## src/rtl/instr_decode_stage.sv

```systemverilog
// instr_decode_stage
//   Decode/issue stage in front of the register file and ALU. Accepts 32-bit
//   MIPS-style instructions over valid/ready. It decodes register addresses,
//   ALU op, shift count, immediate and the ALU-B mux select. The decoded beat
//   is held in an output register until the execute stage takes it.
//
//   Optional feature (macro HAZARD_STALL_EN):
//     defined   - in-flight writes are tracked and read-after-write hazards
//                 stall InstrReady.
//     undefined - no tracking; software must space dependent instructions.
//
//   Ports:
//     Clk, Rst_n          clock (rising edge), async active-low reset
//     InstrValid/Ready    upstream handshake, Instr = instruction word
//     DecValid/Ready      downstream handshake for the held decoded beat
//     RR1, RR2, WR, WE    register read/write addresses, write enable
//     AluOp, ShiftCount   ALU operation code and shift amount
//     Imm, UseImm         extended immediate, ALU B select (1 = Imm)
//     IllegalInstr        beat carries an undecodable instruction
module instr_decode_stage #(
  parameter int unsigned WB_LATENCY = 2
) (
  input  logic        Clk,
  input  logic        Rst_n,
  input  logic        InstrValid,
  output logic        InstrReady,
  input  logic [31:0] Instr,
  output logic        DecValid,
  input  logic        DecReady,
  output logic [4:0]  RR1,
  output logic [4:0]  RR2,
  output logic [4:0]  WR,
  output logic        WE,
  output logic [3:0]  AluOp,
  output logic [4:0]  ShiftCount,
  output logic [31:0] Imm,
  output logic        UseImm,
  output logic        IllegalInstr
);

  if (WB_LATENCY < 1 || WB_LATENCY > 7) begin : g_bad_latency
    $error("instr_decode_stage: WB_LATENCY must be in 1..7");
  end

  localparam logic [5:0] OP_RTYPE = 6'h00;
  localparam logic [5:0] OP_ADDI  = 6'h08;
  localparam logic [5:0] OP_SLTI  = 6'h0A;
  localparam logic [5:0] OP_ANDI  = 6'h0C;
  localparam logic [5:0] OP_ORI   = 6'h0D;

  localparam logic [5:0] F_SLL = 6'h00;
  localparam logic [5:0] F_SRL = 6'h02;
  localparam logic [5:0] F_SRA = 6'h03;
  localparam logic [5:0] F_ADD = 6'h20;
  localparam logic [5:0] F_SUB = 6'h22;
  localparam logic [5:0] F_AND = 6'h24;
  localparam logic [5:0] F_OR  = 6'h25;
  localparam logic [5:0] F_NOR = 6'h27;
  localparam logic [5:0] F_SLT = 6'h2A;

  typedef struct packed {
    logic [4:0]  rr1;
    logic [4:0]  rr2;
    logic [4:0]  wr;
    logic        we;
    logic [3:0]  alu_op;
    logic [4:0]  shift_count;
    logic [31:0] imm;
    logic        use_imm;
    logic        illegal;
  } beat_t;

  logic [5:0]  op;
  logic [5:0]  funct;
  logic [4:0]  rs;
  logic [4:0]  rt;
  logic [4:0]  rd;
  logic [4:0]  shamt;
  logic [15:0] imm16;

  assign op    = Instr[31:26];
  assign rs    = Instr[25:21];
  assign rt    = Instr[20:16];
  assign rd    = Instr[15:11];
  assign shamt = Instr[10:6];
  assign funct = Instr[5:0];
  assign imm16 = Instr[15:0];

  beat_t dec_d;
  beat_t beat_q, beat_d;
  logic  dec_valid_q, dec_valid_d;
  logic  hazard;
  logic  instr_ready;
  logic  accept;
  logic  hand_off;

  // Illegal encodings keep the R-type field layout but never write.
  always_comb begin
    dec_d     = '0;
    dec_d.rr1 = rs;
    dec_d.rr2 = rt;
    dec_d.wr  = rd;
    dec_d.we  = 1'b1;
    if (op == OP_RTYPE) begin
      unique case (funct)
        F_ADD: dec_d.alu_op = 4'b0010;
        F_SUB: dec_d.alu_op = 4'b0110;
        F_AND: dec_d.alu_op = 4'b0000;
        F_OR:  dec_d.alu_op = 4'b0001;
        F_NOR: dec_d.alu_op = 4'b1100;
        F_SLT: dec_d.alu_op = 4'b0111;
        F_SLL, F_SRL, F_SRA: begin
          dec_d.alu_op      = (funct == F_SLL) ? 4'b1110 :
                              (funct == F_SRL) ? 4'b1101 : 4'b1111;
          dec_d.rr1         = rt;
          dec_d.shift_count = shamt;
        end
        default: begin
          dec_d.illegal = 1'b1;
          dec_d.we      = 1'b0;
        end
      endcase
    end else begin
      unique case (op)
        OP_ADDI, OP_SLTI: begin
          dec_d.alu_op  = (op == OP_ADDI) ? 4'b0010 : 4'b0111;
          dec_d.imm     = {{16{imm16[15]}}, imm16};
          dec_d.use_imm = 1'b1;
          dec_d.wr      = rt;
        end
        OP_ANDI, OP_ORI: begin
          dec_d.alu_op  = (op == OP_ANDI) ? 4'b0000 : 4'b0001;
          dec_d.imm     = {16'h0000, imm16};
          dec_d.use_imm = 1'b1;
          dec_d.wr      = rt;
        end
        default: begin
          dec_d.illegal = 1'b1;
          dec_d.we      = 1'b0;
        end
      endcase
    end
  end

  assign hand_off    = dec_valid_q && DecReady;
  assign instr_ready = (!dec_valid_q || DecReady) && !hazard;
  assign accept      = InstrValid && instr_ready;
  // Gated so every output reads zero while reset is held.
  assign InstrReady  = instr_ready && Rst_n;

  always_comb begin
    dec_valid_d = dec_valid_q;
    beat_d      = beat_q;
    if (accept) begin
      dec_valid_d = 1'b1;
      beat_d      = dec_d;
    end else if (hand_off) begin
      dec_valid_d = 1'b0;
    end
  end

  always_ff @(posedge Clk or negedge Rst_n) begin
    if (!Rst_n) begin
      dec_valid_q <= 1'b0;
      beat_q      <= '0;
    end else begin
      dec_valid_q <= dec_valid_d;
      beat_q      <= beat_d;
    end
  end

`ifdef HAZARD_STALL_EN
  // The last of the WB_LATENCY shift positions is not stored: a write that
  // retires on an edge is already visible to a reader accepted on that edge,
  // so only the first WB_LATENCY-1 positions can cause a stall.
  localparam int unsigned SB_DEPTH = (WB_LATENCY > 1) ? WB_LATENCY - 1 : 1;

  logic [SB_DEPTH-1:0] sb_valid_q, sb_valid_d;
  logic [4:0]          sb_addr_q [SB_DEPTH];
  logic [4:0]          sb_addr_d [SB_DEPTH];
  logic                use_rs, use_rt;

  // Shifts read only rt; immediates read only rs.
  always_comb begin
    use_rs = !(op == OP_RTYPE && (funct == F_SLL || funct == F_SRL || funct == F_SRA));
    use_rt = !dec_d.use_imm;
  end

  always_comb begin
    sb_valid_d    = '0;
    sb_addr_d     = sb_addr_q;
    sb_valid_d[0] = (WB_LATENCY > 1) && hand_off && beat_q.we;
    sb_addr_d[0]  = beat_q.wr;
    for (int unsigned i = 1; i < SB_DEPTH; i++) begin
      sb_valid_d[i] = sb_valid_q[i-1];
      sb_addr_d[i]  = sb_addr_q[i-1];
    end
  end

  // The held beat counts even in its hand-off cycle, so no gap opens.
  always_comb begin
    hazard = 1'b0;
    if (dec_valid_q && beat_q.we &&
        ((use_rs && rs == beat_q.wr) || (use_rt && rt == beat_q.wr)))
      hazard = 1'b1;
    for (int unsigned i = 0; i < SB_DEPTH; i++) begin
      if (sb_valid_q[i] &&
          ((use_rs && rs == sb_addr_q[i]) || (use_rt && rt == sb_addr_q[i])))
        hazard = 1'b1;
    end
  end

  always_ff @(posedge Clk or negedge Rst_n) begin
    if (!Rst_n) begin
      sb_valid_q <= '0;
      for (int unsigned i = 0; i < SB_DEPTH; i++) sb_addr_q[i] <= '0;
    end else begin
      sb_valid_q <= sb_valid_d;
      sb_addr_q  <= sb_addr_d;
    end
  end
`else
  assign hazard = 1'b0;
`endif

  assign DecValid     = dec_valid_q;
  assign RR1          = beat_q.rr1;
  assign RR2          = beat_q.rr2;
  assign WR           = beat_q.wr;
  assign WE           = beat_q.we;
  assign AluOp        = beat_q.alu_op;
  assign ShiftCount   = beat_q.shift_count;
  assign Imm          = beat_q.imm;
  assign UseImm       = beat_q.use_imm;
  assign IllegalInstr = beat_q.illegal;

endmodule

```

## config.mk

```make
export PLATFORM = sky130hd
export DESIGN_NAME = instr_decode_stage
export DESIGN_NICKNAME = d
export VERILOG_FILES = /design/src/rtl/instr_decode_stage.sv
export SDC_FILE = /design/constraint.sdc
export NUM_CORES = 1
export LEC_CHECK = 0
export CORE_MARGIN = 3
export CORE_UTILIZATION = 45
export CTS_CLUSTER_DIAMETER = 40
export DETAILED_ROUTE_END_ITERATION = 12
export GPL_TIMING_DRIVEN = 0
export MAX_ROUTING_LAYER = met4
export PLACE_DENSITY = 0.82
export SETUP_SLACK_MARGIN = 0.3
export SLEW_MARGIN = 10
export SYNTH_ARGS = -nofsm -noshare
export SYNTH_HDL_FRONTEND = slang
export SYNTH_SLANG_ARGS = --single-unit
export TNS_END_PERCENT = 10
```

## constraint.sdc

```tcl
create_clock -name Clk -period 3 [get_ports Clk]
set_clock_uncertainty 0.15 [all_clocks]
set_input_delay 0.3 -clock Clk [delete_from_list [all_inputs] [get_ports Clk]]
set_output_delay 0.3 -clock Clk [all_outputs]
set_load 0.03 [all_outputs]
```

==> impl_metrics.py, run 1 <==
metrics = {
    "grt": {
        "grt_overflow_total": 0,
        "grt_pass1_wl_um": 10500,
        "antenna_found_initial": 0,
        "grt_max_degree": 34,
        "grt.total_usage": 0.225,
        "grt_pass1_vias": 2116,
    },
    "timing": {
        "max_freq_mhz": 409,
        "min_period_ns": 2.45,
        "fin_ws_ns": 0.552,
        "worst_pin_slew_ns": 0.559,
        "slew_viol_final": 0,
        "fin_crit_sh": 0.816,
        "setup_violations": 0,
        "rsz0062_at_grt": "false",
        "hold_viol": 0,
        "max_slew_margin": 0.626,
    },
    "clock_network": {
        "post_cts_buffers": 0,
        "h-tree-depth": 2,
        "cts_buffer_depth": 2,
        "clk_latency_ns": 0.29,
        "path_clk_slew_ns": 0.08,
        "cts_tree": "yes",
        "cts_made_buffers": 5,
        "clock-sinks": 45,
        "cts-root-buf": "clkbuf_8",
    },
    "cells_and_area": {
        "seqCellArea_um2": 1130,
        "multiInputGateArea_um2": 895,
        "fillers": 403,
        "nNetsFinal": 383,
        "synthToLayoutAreaGrowth_pct": 52.3,
        "mostFrequentLayoutCells": "94 x clkdlybuf4s50_1, 68 x nand2_1, 45 x dfrtp_1",
        "final_common_cell": "clkdlybuf4s50_1",
        "fin_cells": 415,
        "final_core_util": 0.717,
        "antenna_cells": 0,
        "drive_gt1_frac": 0.141,
    },
    "hold_path": {
        "hold_class": "input pin to register",
    },
    "detailed_routing": {
        "dr.pass1.iters": 6,
        "dr_total_vias": 2136,
        "postRouteAntennaNets": 0,
        "vias_per_cell": 5.15,
        "drc": 0,
        "drtIter0Drc": 87,
        "drt-wirelength-per-cell_um": 14.8,
        "routed_wl_um": 6150,
    },
    "worst_setup_path": {
        "path_class": "input pin to output pin",
        "critPathRequiredTime_ns": 2.55,
        "cp_slowest_cell": "clkdlybuf4s50_1",
        "cp_max_fo": 33,
        "arrival_ns": 2.00,
        "end_kind": "output pin",
        "crit_family": "buffers and inverters",
        "path_buf_inv": 4,
        "critPathLaunchType": "input pin",
        "max_stage_delay_ns": 0.67,
        "path_cells": "dlygate4sd3_1, buf_2, buf_12, nor2b_1, clkdlybuf4s50_1",
    },
    "synth": {
        "netlist_area_um2": 2240,
        "synthArstFlopShare": 1.00,
        "yosysSeqAreaShare": 0.503,
        "ys_ff_latch": 45,
        "synth_area_leaders": "dfrtp_1 50%, nand2_1 11%, o21ai_0 6.3%",
        "yosysTopAreaCellShare": 0.503,
        "synth.distinct_cells": 42,
        "yosysWarningCount": 0,
        "synth_top_cell_by_area": "dfrtp_1",
        "syn_avg_cell_area_um2": 9.25,
        "syn_inst": 242,
        "synth-edff-count": 0,
        "synth_ff_type": "dfrtp_1",
        "synth.net_count": 278,
    },
    "place": {
        "place_hpwl_um": 4670,
        "io_buffers": 95,
        "pre_cts_slack_ns": 0.719,
        "place_congestion": 0.865,
        "place_inst": 405,
    },
    "outcome": {
        "outcome": "completed",
    },
    "power_and_ir_drop": {
        "peakVddDrop_v": 0.000276,
        "power_density_nw_per_um2": 432,
        "p_leak_nw": 1.47,
    },
    "die": {
        "dieWidth_um": 76.5,
        "core_area_um2": 4750,
        "die_h_um": 76.5,
        "io_pins": 97,
        "start_util": 0.471,
        "die_area_um2": 5860,
        "placementRows": 25,
    },
    "job": {
        "cap_violations": 0,
    },
}
-- what timing repair did --
action,CTS,global route
hold endpoints to repair,13,0
hold buffers,2,0
endpoints found under the setup margin,0,0
resized for setup,0,0
-- cell type report --
type	instances	share of cell area
well taps	67	0.0246
clock inverters	1	0.00147
clock buffers	7	0.0282
repair buffers	98	0.289
multi-input cells	166	0.262
inverters	1	0.00110
plain buffers	30	0.0631
flip-flops and latches	45	0.330
-- tightest hold or removal path, delay by kind of cell --
kind,cells,cell delay (ns)
AOI/OAI and AO/OA,1,0.06
and+or+nand+nor,1,0.05
buffers and inverters,1,0.14
-- cells by family (layout without fill, tap and decap cells) --
group                  after synthesis  after routing  synth area share
AO/OA/AOI/OAI                       60             60             0.166
flip-flops                          45             45             0.503
multiplexers                         5              5            0.0223
AND/OR/NAND/NOR                    101            101             0.211
buffers and inverters               31            137            0.0978
-- power breakdown --
| group | switching, W | internal (W) |
|---|---|---|
| registers | 0.0000246 | 0.000649 |
| logic | 0.000219 | 0.000175 |
| clock network | 0.000197 | 0.000208 |
| total | 0.000440 | 0.00103 |
-- cell usage after synthesis, drive strengths merged (2+ instances only) --
cell type  instances
o211ai            14
nand2b             3
clkbuf             5
mux2i              5
dfrtp             45
buf               25
or2                4
a31oi              3
nand3              4
nand2             68
a211oi             2
nor3               2
a21oi              3
nor3b              2
nor2b              4
o21ai             32
nor2               7
-- metrics by stage --
| step | power [W] | hold WS, ns | cell area [µm²] | setup TNS (ns) |
|---|---|---|---|---|
| floorplan | 0.000883 | -0.146 | 2240 | 0 |
| global placement | 0.00107 | 0.309 | 3270 | -0.616 |
| detailed placement | 0.00108 | 0.0695 | 3290 | 0 |
| CTS | 0.00148 | 0.155 | 3410 | 0 |
| global route | 0.00155 | 0.195 | 3410 | 0 |
| finish | 0.00147 | 0.153 | 3410 | 0 |
-- registers in the layout, indices dropped and copies added, names as in the netlist --
register and count:
AluOp 4, DecValid 1, IllegalInstr 1, Imm 17, RR1 5, RR2 5, ShiftCount 5, UseImm 1
WE 1, WR 5
-- path summary, 6_finish.rpt --
kind	startpoint	end	slack [ns]	depth (start not counted)
min	Instr[0]	Imm[0]	0.15	3
max	Rst_n	InstrReady	0.55	5
max reg2reg	DecValid	RR1[1]	1.23	6
min in group asynchronous	Rst_n	RR2[4]	0.36	3
max in group asynchronous	Rst_n	ShiftCount[4]	1.38	3
min reg2reg	ShiftCount[4]	ShiftCount[4]	0.33	2
-- per-layer routing --
metal	wire length, µm	GRT usage
met5	0	-
met4	89	0.0688
met3	426	0.0426
met2	2920	0.364
met1	2720	0.289
(Power assumes the default switching activity.)
==> inputs of run 2 (changes only) <==
CORE_UTILIZATION = 38   (was 45)
PLACE_DENSITY = 0.73   (was 0.82)
clock period = 2 ns   (was 3 ns; I/O delays follow)
==> run 2 against run 1 <==
Register-to-register slack worse by 0.82 ns. Cell count up 1.7%. Global-route usage down 2.5 points. First-iteration DRC count up 48%. Critical endpoint is now Imm[26].
==> impl_metrics.py, run 2 (synthesis gave the netlist of run 1 again) <==
metrics = {
    "detailed_routing": {
        "routed_wl_um": 6420,
        "dr_total_vias": 2105,
        "drc": 0,
        "drtIter0Drc": 129,
        "drt-wirelength-per-cell_um": 15.2,
        "dr.pass1.iters": 4,
        "vias_per_cell": 4.99,
        "postRouteAntennaNets": 0,
    },
    "hold_path": {
        "hold_class": "input pin to register",
        "min_from": "Instr[0]",
    },
    "die": {
        "start_util": 0.399,
        "core_area_um2": 5610,
        "die_area_um2": 6850,
        "dieWidth_um": 82.8,
        "die_h_um": 82.8,
        "placementRows": 27,
        "io_pins": 97,
    },
    "cells_and_area": {
        "largest_reg_flops": 17,
        "synthToLayoutAreaGrowth_pct": 55.9,
        "drive_gt1_frac": 0.157,
        "nNetsFinal": 385,
        "final_common_cell": "clkdlybuf4s50_1",
        "fillers": 506,
        "mostFrequentLayoutCells": "77 x clkdlybuf4s50_1, 68 x nand2_1, 44 x dfrtp_1",
        "antenna_cells": 0,
        "fin_cells": 422,
    },
    "place": {
        "place_inst": 410,
        "place_congestion": 0.797,
        "io_buffers": 95,
        "place_hpwl_um": 4730,
        "pre_cts_slack_ns": -0.145,
    },
    "timing": {
        "rsz0062_at_grt": "true",
        "hold_viol": 0,
        "worst_pin_slew_ns": 0.762,
        "fin_crit_sh": 0.918,
        "max_slew_margin": 0.490,
        "setup_violations": 0,
        "min_period_ns": 1.84,
        "max_freq_mhz": 545,
        "slew_viol_final": 0,
        "fin_ws_ns": 0.165,
    },
    "grt": {
        "top_usage_layer": "met2",
        "groute.layer.met1.usage": 0.257,
        "met3_usage": 0.0356,
        "antenna_found_initial": 0,
        "grt_pass1_vias": 2011,
        "grt_pass1_wl_um": 10100,
        "use_met2": 0.331,
        "grt_max_degree": 30,
        "grt.total_usage": 0.201,
        "grt_overflow_total": 0,
    },
    "clock_network": {
        "path_clk_slew_ns": 0.09,
        "clock-sinks": 45,
        "h-tree-depth": 2,
        "clk_latency_ns": 0.30,
        "cts_buffer_depth": 2,
        "cts-root-buf": "clkbuf_8",
        "cts_made_buffers": 5,
        "cts_tree": "yes",
    },
    "worst_setup_path": {
        "rr_startpoint": "DecValid",
        "ff2ff_setup_slack_ns": 0.41,
        "path_buf_inv": 3,
        "worstRegToRegCells": 6,
        "cp.depth": 3,
        "worstReg2RegEnd": "AluOp[3]",
        "critPathLaunchType": "register",
        "end_kind": "output pin",
        "arrival_ns": 1.49,
        "path_class": "register to output pin",
        "crit_path_start": "Imm[30]",
        "cp-endpoint": "Imm[26]",
        "critPathRequiredTime_ns": 1.65,
        "max_stage_delay_ns": 0.47,
        "path_cells": "buf_2, buf_4, dlygate4sd2_1",
        "cp_slowest_cell": "dfrtp_2",
        "cp_max_fo": 10,
        "crit_family": "buffers and inverters",
    },
    "outcome": {
        "outcome": "completed",
    },
    "power_and_ir_drop": {
        "peakVddDrop_v": 0.000322,
        "finalPower_w": 0.00242,
        "p_leak_nw": 1.64,
        "power_density_nw_per_um2": 693,
    },
    "job": {
        "cap_violations": 0,
    },
}
-- run 2: changes by cell type in the layout (fill, tap and decap cells not counted), sizes merged --
cell / before / now
dlymetal6s2s: 0 / 4
clkdlybuf4s50: 94 / 77
dlygate4sd2: 0 / 13
bufinv: 0 / 2
-- run 2: final cells by class --
type,instances,area (µm²),share of cell area
clock inverter,3,65.1,0.0186
tap,72,90.1,0.0258
buffer,30,225,0.0645
clock buffer,5,68.8,0.0197
inverter,1,3.75,0.00107
sequential,45,1130,0.323
timing repair buffer,100,1010,0.288
multi-input combinational,166,905,0.259
-- run 2: timing repair --
item	4_1_cts	5_1_grt
buffers inserted	1	0
setup endpoints to repair	54	102
endpoints found under the hold margin	45	0
gates resized for setup	15	14
hold buffers	3	0
-- run 2: worst min-delay path, stage by stage --
cell	delay, ns
clkbuf_8	0.14
nand2_1	0.05
o21ai_0	0.06
-- run 2: per-stage QoR --
stage,hold WS (ns),TNS (ns),instance area [µm²],util
after floorplan,-0.246,0,2240,-
after global placement,0.309,-33.20,3280,0.585
after detailed placement,0.0112,-2.45,3300,0.588
after CTS,0.0499,0,3460,0.617
after global routing,0.0681,0,3490,0.623
final,0.0473,0,3490,0.623
-- run 2: routing by layer --
metal / part of all wire / routed length, µm
met1: 0.44 / 2800
met2: 0.48 / 3070
met5: 0 / 0
met3: 0.070 / 448
met4: 0.015 / 94
-- run 2: worst min-delay path by stage --
stage	endpoint	slack [ns]	cells after the start
2_1_floorplan	AluOp[0]	-0.25	0
3_3_place_gp	RR2[4]	0.31	2
3_5_place_dp	Imm[12]	0.01	1
4_1_cts	Imm[0]	0.05	3
5_1_grt	Imm[0]	0.07	3
6_report	Imm[0]	0.05	3
-- run 2: power breakdown --
part / switching [W] / internal [W]
clock network: 0.000317 / 0.000496
registers: 0.0000366 / 0.000973
logic: 0.000333 / 0.000266
total: 0.000686 / 0.00174
==> inputs of run 3 (changes only) <==
MAX_ROUTING_LAYER = not set   (was met4)
==> run 3 against run 2 <==
Fmax barely moved. Die area did not move. Flip-flop and latch count is the same. Clock power is essentially flat. Register-to-register slack about the same. Sequential power barely moved.
==> impl_metrics.py, run 3 (synthesis gave the netlist of run 1 again) <==
metrics = {
    "timing": {
        "worst_pin_slew_ns": 0.757,
        "slew_viol_final": 0,
        "max_slew_margin": 0.494,
        "max_freq_mhz": 545,
        "fin_crit_sh": 0.918,
        "min_period_ns": 1.84,
        "rsz0062_at_grt": "true",
        "setup_violations": 0,
        "hold_viol": 0,
    },
    "die": {
        "core_area_um2": 5610,
        "start_util": 0.399,
        "dieWidth_um": 82.8,
        "io_pins": 97,
        "die_h_um": 82.8,
        "die_area_um2": 6850,
        "placementRows": 27,
    },
    "clock_network": {
        "h-tree-depth": 2,
        "clock-sinks": 45,
        "cts-root-buf": "clkbuf_8",
        "path_clk_slew_ns": 0.09,
        "cts_tree": "yes",
        "cts_buffer_depth": 2,
        "clk_latency_ns": 0.30,
        "cts_made_buffers": 5,
    },
    "detailed_routing": {
        "vias_per_cell": 5.02,
        "drt-wirelength-per-cell_um": 15.5,
        "routed_wl_um": 6560,
        "drtIter0Drc": 118,
        "postRouteAntennaNets": 0,
        "drc": 0,
        "dr_total_vias": 2125,
        "dr.pass1.iters": 4,
    },
    "grt": {
        "grt_pass1_wl_um": 10100,
        "grt_pass1_vias": 2014,
        "grt_overflow_total": 0,
        "grt_max_degree": 30,
        "grt.total_usage": 0.195,
        "antenna_found_initial": 0,
    },
    "worst_setup_path": {
        "arrival_ns": 1.49,
        "critPathRequiredTime_ns": 1.65,
        "end_kind": "output pin",
        "critPathLaunchType": "register",
        "cp_max_fo": 10,
        "path_class": "register to output pin",
        "ff2ff_setup_slack_ns": 0.41,
    },
    "place": {
        "io_buffers": 95,
        "place_congestion": 0.786,
        "place_hpwl_um": 4730,
    },
    "power_and_ir_drop": {
        "finalPower_w": 0.00242,
        "peakVddDrop_v": 0.000324,
        "power_density_nw_per_um2": 690,
        "p_leak_nw": 1.66,
        "power_frac_seq": 0.417,
        "p_int_w": 0.00174,
        "switching_share": 0.283,
        "share_comb_of_total_power": 0.248,
        "p_switching_w": 0.000686,
        "pwr-share-clk": 0.335,
    },
    "hold_path": {
        "hold_class": "input pin to register",
    },
    "job": {
        "cap_violations": 0,
    },
    "outcome": {
        "outcome": "completed",
    },
    "cells_and_area": {
        "drive_gt1_frac": 0.162,
        "fillers": 501,
        "mostFrequentLayoutCells": "75 x clkdlybuf4s50_1, 68 x nand2_1, 44 x dfrtp_1",
        "final_core_util": 0.626,
        "final_common_cell": "clkdlybuf4s50_1",
        "largest_reg_flops": 17,
        "antenna_cells": 0,
        "nNetsFinal": 386,
        "synthToLayoutAreaGrowth_pct": 56.8,
    },
}
run 3: cell types whose count changed in the layout (fill, tap and decap cells not counted), sizes merged:
| cell | previous run | this run |
|---|---|---|
| clkbuf | 12 | 13 |
| nand2 | 68 | 69 |
| dlymetal6s2s | 4 | 6 |
| clkdlybuf4s50 | 77 | 75 |
| buf | 27 | 26 |
run 3: path summary, 6_finish.rpt:
check	start	end	cells after the start
worst max register to register	DecValid	WR[3]	6
max in group asynchronous	Rst_n	RR1[1]	2
min in group asynchronous	Rst_n	Imm[12]	2
worst max-delay path	Imm[30]	Imm[26]	3
worst min-delay path	Instr[0]	Imm[0]	3
worst min register to register	Imm[12]	Imm[12]	2
run 3: what timing repair did:
| item | CTS | global route |
|---|---|---|
| resized for setup | 15 | 20 |
| buffers inserted | 1 | 0 |
| pin swaps | 0 | 1 |
| cloned | 0 | 1 |
| hold buffers | 3 | 0 |
| endpoints found under the setup margin | 54 | 101 |
| hold endpoints to repair | 45 | 0 |
run 3: per-stage QoR:
stage	setup slack [ns]	cell area, µm²	hold WS (ns)	instances	setup TNS, ns
CTS	0.0819	3460	0.0499	422	0
detailed placement	-0.145	3300	0.0112	410	-2.45
global route	0.0731	3510	0.0681	423	0
floorplan	0.359	2240	-0.246	242	0
global placement	-1.45	3280	0.309	409	-33.20
finish	0.164	3510	0.0510	423	0
run 3: final cells by class:
type	instances	area (µm²)	area share
sequential	45	1130	0.321
timing repair buffer	100	1010	0.288
multi-input combinational	167	916	0.261
buffer	30	228	0.0649
tap	72	90.1	0.0257
clock buffer	5	68.8	0.0196
clock inverter	3	65.1	0.0185
inverter	1	3.75	0.00107
run 3: routing by layer:
metal,global-route usage,wire length (µm)
met5,0,0
met4,0.0490,94
met3,0.0356,487
met2,0.332,3140
met1,0.256,2840
run 3: power by group through the flow:
stage / logic (W) / registers, W / clock network [W]
after detailed placement: 0.000591 / 0.00103 / 0
after global routing: 0.000646 / 0.00102 / 0.000866
after global placement: 0.000580 / 0.00103 / 0
final: 0.000600 / 0.00101 / 0.000812
after CTS: 0.000600 / 0.00101 / 0.000825
after floorplan: 0.000169 / 0.00115 / 0
run 3: worst max-delay path, stage by stage, from the launching register on:
cell and delay [ns]:
dfrtp_2 0.47, buf_2 0.21, buf_4 0.12, dlygate4sd2_1 0.38
